`config.mk`:
```
export PLATFORM = sky130hd
export DESIGN_NAME = coin_feeder_flat
export DESIGN_NICKNAME = d
export VERILOG_FILES = /design/src/rtl/vend_pkg.sv /design/src/rtl/coin_feeder_if.sv /design/src/rtl/pulse_spacer.sv /design/src/rtl/coin_feeder.sv /design/src/flat_wrapper.sv
export SDC_FILE = /design/constraint.sdc
export NUM_CORES = 1
export LEC_CHECK = 0
export CORE_UTILIZATION = 49
export DETAILED_ROUTE_END_ITERATION = 12
export GPL_TIMING_DRIVEN = 0
export PLACE_DENSITY = 0.74
export SLEW_MARGIN = 10
export SYNTH_ARGS = -nofsm -noshare
export SYNTH_HDL_FRONTEND = slang
export SYNTH_HIERARCHICAL = 1
export SYNTH_SLANG_ARGS = --single-unit
```
`constraint.sdc`:
```
create_clock -name sys_clk -period 2.04 [get_ports sys_clk]
set_clock_uncertainty 0.15 [all_clocks]
set_input_delay 0.204 -clock sys_clk [delete_from_list [all_inputs] [get_ports sys_clk]]
set_output_delay 0.204 -clock sys_clk [all_outputs]
set_load 0.05 [all_outputs]
```
`src/rtl/vend_pkg.sv`:
```
// rtl/vend_pkg.sv - shared vending constants and FSM state encodings
package vend_pkg;
    typedef enum logic [4:0] {
        ST_IDLE      = 5'b00001,
        ST_INSERT    = 5'b00010,
        ST_GAP       = 5'b00100,
        ST_WAIT_COLA = 5'b01000,
        ST_FINISH    = 5'b10000
    } vend_state_t;

    localparam int PRICE_DEFAULT = 3;
    localparam int PULSE_WIDTH   = 1;
    localparam int CNT_W         = 4;
endpackage

```
`src/rtl/coin_feeder_if.sv`:
```
// rtl/coin_feeder_if.sv - command/status and vending coin interface bundle
interface coin_feeder_if;
    import vend_pkg::*;

    logic             buy_req;
    logic [CNT_W-1:0] buy_num;
    logic             po_cola;
    logic             pi_money;
    logic             busy;
    logic             done;
    logic             err;
    logic [CNT_W-1:0] cola_cnt;

    modport master (
        output buy_req, buy_num, po_cola,
        input  pi_money, busy, done, err, cola_cnt
    );

    modport slave (
        input  buy_req, buy_num, po_cola,
        output pi_money, busy, done, err, cola_cnt
    );
endinterface

```
`src/rtl/pulse_spacer.sv`:
```
// rtl/pulse_spacer.sv - loadable down-counter flagging its final counted cycle
module pulse_spacer #(
    parameter int LOAD = 2
) (
    input  logic clk,
    input  logic resetn,
    input  logic load,
    input  logic en,
    output logic last
);
    localparam int W = $clog2(LOAD + 1);

    logic [W-1:0] cnt;

    always_ff @(posedge clk) begin
        if (!resetn) begin
            cnt <= '0;
        end else if (load) begin
            cnt <= W'(LOAD);
        end else if (en && cnt != '0) begin
            cnt <= cnt - 1'b1;
        end
    end

    // Loaded on entry, so the LOAD-th cycle in the timed state sees cnt == 1.
    assign last = (cnt == W'(1));
endmodule

```
`src/rtl/coin_feeder.sv`:
```
// rtl/coin_feeder.sv - drives coin pulses into the vending FSM and collects colas
module coin_feeder
    import vend_pkg::*;
#(
    parameter int PRICE   = PRICE_DEFAULT,
    parameter int GAP     = 2,
    parameter int TIMEOUT = 8
) (
    input  logic          sys_clk,
    input  logic          sys_rst_n,
    coin_feeder_if.slave  bus
);
    localparam int CW = $clog2(PRICE + 1);

    vend_state_t      state, state_next;
    logic [CW-1:0]    coin_cnt;
    logic [CNT_W-1:0] target;
    logic [CNT_W-1:0] cola_q;
    logic             pi_money_q, busy_q, done_q, err_q;
    logic             gap_last, tmo_last;
    logic             in_txn;

    assign in_txn = (state == ST_INSERT) || (state == ST_GAP) || (state == ST_WAIT_COLA);

    always_ff @(posedge sys_clk) begin
        if (!sys_rst_n) state <= ST_IDLE;
        else            state <= state_next;
    end

    always_comb begin
        state_next = state;
        case (state)
            ST_IDLE:
                if (bus.buy_req) state_next = (bus.buy_num != '0) ? ST_INSERT : ST_FINISH;
            ST_INSERT:
                state_next = (coin_cnt == CW'(PRICE - 1)) ? ST_WAIT_COLA : ST_GAP;
            ST_GAP:
                if (gap_last) state_next = ST_INSERT;
            ST_WAIT_COLA:
                if (bus.po_cola)
                    state_next = ((cola_q + 4'd1) == target) ? ST_FINISH : ST_GAP;
                else if (tmo_last)
                    state_next = ST_FINISH;
            ST_FINISH:
                state_next = ST_IDLE;
            default:
                state_next = ST_IDLE;
        endcase
    end

    // Outputs are registered from the next state so they align with it.
    always_ff @(posedge sys_clk) begin
        if (!sys_rst_n) begin
            coin_cnt   <= '0;
            target     <= '0;
            cola_q     <= '0;
            err_q      <= 1'b0;
            pi_money_q <= 1'b0;
            busy_q     <= 1'b0;
            done_q     <= 1'b0;
        end else begin
            case (state)
                ST_IDLE:
                    if (bus.buy_req) begin
                        target   <= bus.buy_num;
                        cola_q   <= '0;
                        err_q    <= 1'b0;
                        coin_cnt <= '0;
                    end
                ST_INSERT:
                    coin_cnt <= (coin_cnt == CW'(PRICE - 1)) ? '0 : coin_cnt + 1'b1;
                ST_WAIT_COLA:
                    if (bus.po_cola)  cola_q <= cola_q + 4'd1;
                    else if (tmo_last) err_q <= 1'b1;
                default: ;
            endcase
            if (in_txn && state != ST_WAIT_COLA && bus.po_cola) err_q <= 1'b1;
            pi_money_q <= (state_next == ST_INSERT);
            busy_q     <= (state_next == ST_INSERT) || (state_next == ST_GAP) ||
                          (state_next == ST_WAIT_COLA);
            done_q     <= (state_next == ST_FINISH);
        end
    end

    pulse_spacer #(.LOAD(GAP)) gap_timer (
        .clk    (sys_clk),
        .resetn (sys_rst_n),
        .load   (state_next == ST_GAP && state != ST_GAP),
        .en     (state == ST_GAP),
        .last   (gap_last)
    );

    pulse_spacer #(.LOAD(TIMEOUT)) tmo_timer (
        .clk    (sys_clk),
        .resetn (sys_rst_n),
        .load   (state_next == ST_WAIT_COLA && state != ST_WAIT_COLA),
        .en     (state == ST_WAIT_COLA),
        .last   (tmo_last)
    );

    assign bus.pi_money = pi_money_q;
    assign bus.busy     = busy_q;
    assign bus.done     = done_q;
    assign bus.err      = err_q;
    assign bus.cola_cnt = cola_q;
endmodule
```
`src/flat_wrapper.sv`:
```
// flat-port wrapper written by rule: the top's interface ports become plain ports
module coin_feeder_flat import vend_pkg::*;
#(
    parameter int PRICE   = PRICE_DEFAULT,
    parameter int GAP     = 2,
    parameter int TIMEOUT = 8
)
  (sys_clk, sys_rst_n, bus_buy_req, bus_buy_num, bus_po_cola, bus_pi_money, bus_busy, bus_done, bus_err, bus_cola_cnt);
  coin_feeder_if bus_i ();
  input  logic sys_clk;
  input  logic sys_rst_n;
  input wire logic [$bits(bus_i.buy_req)-1:0] bus_buy_req;
  input wire logic [$bits(bus_i.buy_num)-1:0] bus_buy_num;
  input wire logic [$bits(bus_i.po_cola)-1:0] bus_po_cola;
  output wire logic [$bits(bus_i.pi_money)-1:0] bus_pi_money;
  output wire logic [$bits(bus_i.busy)-1:0] bus_busy;
  output wire logic [$bits(bus_i.done)-1:0] bus_done;
  output wire logic [$bits(bus_i.err)-1:0] bus_err;
  output wire logic [$bits(bus_i.cola_cnt)-1:0] bus_cola_cnt;
  assign bus_i.buy_req = bus_buy_req;
  assign bus_i.buy_num = bus_buy_num;
  assign bus_i.po_cola = bus_po_cola;
  assign bus_pi_money = bus_i.pi_money;
  assign bus_busy = bus_i.busy;
  assign bus_done = bus_i.done;
  assign bus_err = bus_i.err;
  assign bus_cola_cnt = bus_i.cola_cnt;
  coin_feeder #(.PRICE(PRICE), .GAP(GAP), .TIMEOUT(TIMEOUT)) u_core (.sys_clk(sys_clk), .sys_rst_n(sys_rst_n), .bus(bus_i));
endmodule
```
==> impl_metrics.csv <==
group,metric,value,unit
routing,drc,0,
yosys,ys_seq_elements,25,
worst_setup_path,crit_required,2100,ps
power_and_ir_drop,p_sw_frac,0.299,
timing,period_minus_slack,2020,ps
worst_setup_path,worst_setup_path_end_kind,"flop",
power_and_ir_drop,vdd_ir_drop_max,0.000480,V
outcome,status,"complete, no violations",
hold_path,min_path_cells,3,
global_routing,grt_max_degree,14,
timing,setup_viol,0,
routing,top_layer_used,"met4",
power_and_ir_drop,p_int,686,uW
timing,rsz0062_at_grt,"no",
worst_setup_path,reg2reg_to,"u_core/tmo_timer/cnt[3]$_SDFFE_PN0P_",
routing,drt-met1-wl,1.36,mm
timing,setup_slack,22.9,ps
routing,post_drt_wl_per_cell,14.8,um
cts,cts.sinks,25,
routing,route.met2.wl,1.52,mm
power_and_ir_drop,pwr-share-comb,0.237,
yosys,yosysTopAreaCellShare,0.353,
timing,fmax,0.496,GHz
yosys,syn_inst,152,
routing,drtAntennaViolNets,0,
routing,vias_per_cell,5.74,
finish,nets,185,
global_routing,grt_usage,0.202,
finish,area_growth,16.6,%
floorplan,pin_count,16,
floorplan,rows,19,
yosys,synthArstFlopShare,0,
floorplan,core_area,0.00276,sq mm
floorplan,start_util,0.515,
routing,wl,3.00,mm
place,pre_cts_slack,-164,ps
floorplan,die_h,55.8,um
global_routing,antenna_found_initial,0,
worst_setup_path,reg2regPathDepth,5,
timing,maxSlewViolCount,0,
hold_path,holdCritStartpoint,"bus_buy_num[0]",
yosys,syn-num-nets,165,
power_and_ir_drop,p_clk_frac,0.220,
floorplan,die-area,0.00311,sq mm
global_routing,grt_pass1_vias,1130,
yosys,avgSynthCellArea,9.33,sq um
yosys,yosys.area.top_type,"dfxtp_1",
place,place_area,0.00161,sq mm
floorplan,die_width,55.8,um
place,gp_congestion,0.792,
yosys,synth_ff_type,"dfxtp_1",
global_routing,grt_pass1_wl,5.05,mm
hold_path,hold_path_class,"in -> reg",
finish,diodes,0,
worst_setup_path,critPathSlowestCell,"or4b_4",
power_and_ir_drop,p_sw,292,uW
finish,drive_gt1_frac,0.164,
worst_setup_path,worstSetupPathType,"reg -> reg",
cts,cts-root-buf,"clkbuf_4",
timing,hold_violations,0,
job,max-cap-violations,0,
cts,clock_latency,310,ps
worst_setup_path,path_cells,"buf_6 > or3_4 > nor2_4 > or4b_4 > o311a_1",
cts,path_clk_slew,130,ps
routing,routed-via-count,1160,
power_and_ir_drop,power_density,592,mW/mm^2
timing,fin_crit_sh,0.989,
place,portBuffers,15,
timing,worst_slew_pin_slew,543,ps
place,hpwl,2.23,mm
yosys,yosysUniqueCellTypes,51,
worst_setup_path,ff2ff_setup_slack,20,ps
worst_setup_path,cp-start-kind,"flop",
timing,tns,0,ps
cts,cts_tree,"done",
routing,drt_iter0_drc,30,
worst_setup_path,cpPeakStageDelay,480,ps
global_routing,overflow,0,
power_and_ir_drop,p_leak,0.621,nW
cts,clockBufferDepth,2,
cts,numCtsBuffers,3,
finish,fillCellCount,230,
yosys,synth.area.top_cells,"dfxtp_1 (35%), a21oi_1 (4.6%), ha_1 (4.4%)",
timing,max-slew-margin-rel,0.637,
power_and_ir_drop,power_frac_seq,0.544,
worst_setup_path,worstPathMaxFanout,8,
yosys,seq_area_frac_synth,0.353,
yosys,yosys_warnings,6,
yosys,netlist_area,0.00142,sq mm
worst_setup_path,regToRegStartpoint,"u_core/state[4]$_SDFF_PN0_",
routing,dr.pass1.iters,4,
hold_path,hold_path_end,"u_core/target[0]$_SDFFE_PN0P_",
finish,final_util,0.600,
finish,stdcell_area,0.00165,sq mm
worst_setup_path,cp.arrival,2080,ps
yosys,synth_edf_count,0,
cts,htreeDepth,1,
routing,met3_length,90,um
==> layout by cell type (no fill, tap or decap), drive strengths merged, types with 2 or more instances in the layout <==
cell type      count
nor2b              3
a211oi             4
inv                7
buf                6
o21ai              3
and3               5
nand2b             4
xnor2              4
nand2              7
nor4b              2
nand3              6
clkbuf             5
nor2              14
clkdlybuf4s50     15
ha                 5
xor2               2
nor3               9
a21oi             13
o21a               3
dfxtp             25
nand4b             2
mux2i              5
nor4               2
o31a               2
nor3b              2
==> critical path, delay by kind of cell (launching register included) <==
family	cells	cell delay, ps
flops	1	340
buf+inv	1	130
simple gates	3	1010
compound gates	1	290
==> power groups by stage <==
stage	Clock, mW	Combinational (mW)	Sequential [mW]
2_1_floorplan	0	0.161	0.552
3_3_place_gp	0	0.233	0.534
3_5_place_dp	0	0.239	0.535
4_1_cts	0.224	0.226	0.532
5_1_grt	0.246	0.251	0.537
6_report	0.215	0.231	0.532
==> routing by layer <==
metal	GRT usage	vias up
met5	0	-
met4	0.0767	0
met3	0.0349	2
met2	0.346	15
met1	0.254	554
li1	-	589
==> final cells by class <==
class	instances	area (sq um)	area share
clock buffers	4	26.3	0.0159
repair buffers	17	165	0.0998
plain buffers	5	38.8	0.0234
flip-flops and latches	25	504	0.305
inverters	7	26.3	0.0159
well taps	31	38.8	0.0234
multi-input cells	113	855	0.517
==> cells by family (layout without fill, tap and decap cells) <==
kind of cell,count (synthesis),in the layout,synth area share
flops,25,25,0.353
mux,5,5,0.0353
simple gates,64,64,0.305
buf+inv,14,33,0.0573
xor+xnor,7,7,0.0529
compound gates,32,32,0.153
fa+ha+maj,5,5,0.0441
==> stage by stage <==
stage	power, mW	hold slack (ps)	std cells
floorplan	0.712	152	152
global placement	0.767	326	198
detailed placement	0.774	344	198
CTS	0.982	347	202
global route	1.03	375	202
finish	0.979	359	202
==> worst max-delay path by stage <==
stage	from	to	slack [ps]	cells past startpoint
global route	u_core/state[4]$_SDFF_PN0_	u_core/tmo_timer/cnt[3]$_SDFFE_PN0P_	8	5
global placement	u_core/state[1]$_SDFF_PN0_	u_core/tmo_timer/cnt[3]$_SDFFE_PN0P_	-130	6
CTS	u_core/state[4]$_SDFF_PN0_	u_core/tmo_timer/cnt[3]$_SDFFE_PN0P_	20	5
finish	u_core/state[4]$_SDFF_PN0_	u_core/tmo_timer/cnt[3]$_SDFFE_PN0P_	20	5
detailed placement	u_core/state[1]$_SDFF_PN0_	u_core/tmo_timer/cnt[3]$_SDFFE_PN0P_	-160	6
floorplan	u_core/state[1]$_SDFF_PN0_	u_core/tmo_timer/cnt[3]$_SDFFE_PN0P_	-40	6
==> sequential cells by signal (all words and copies together) (netlist names) <==
name and count:
u_core/gap_timer/cnt 2, u_core/state 5, u_core/bus.err 1, u_core/coin_cnt 2
u_core/bus.cola_cnt 4, u_core/bus.busy 1, u_core/tmo_timer/cnt 4, u_core/bus.pi_money 1
u_core/target 4, u_core/bus.done 1
==> cells in the mapped netlist, types with 2 or more instances <==
cell	n
dfxtp_1	25
a21oi_1	13
nor2_1	12
inv_1	7
nand2_1	7
nor3_1	7
ha_1	5
mux2i_1	5
nand3_1	5
and3_1	4
nand2b_1	4
xnor2_1	4
a211oi_1	3
buf_6	3
o21a_1	3
o21ai_0	3
buf_2	2
nand4b_1	2
nor2b_1	2
nor4_4	2
nor4b_1	2
o31a_1	2
xor2_1	2
==> repair_timing <==
| action | 4_1_cts | 5_1_grt |
|---|---|---|
| pin swaps | 2 | 1 |
| hold buffers | 0 | 0 |
| setup endpoints to repair | 1 | 3 |
| resized for setup | 2 | 4 |
| setup buffers | 2 | 0 |
No activity file was read; power rests on OpenSTA's default activity.
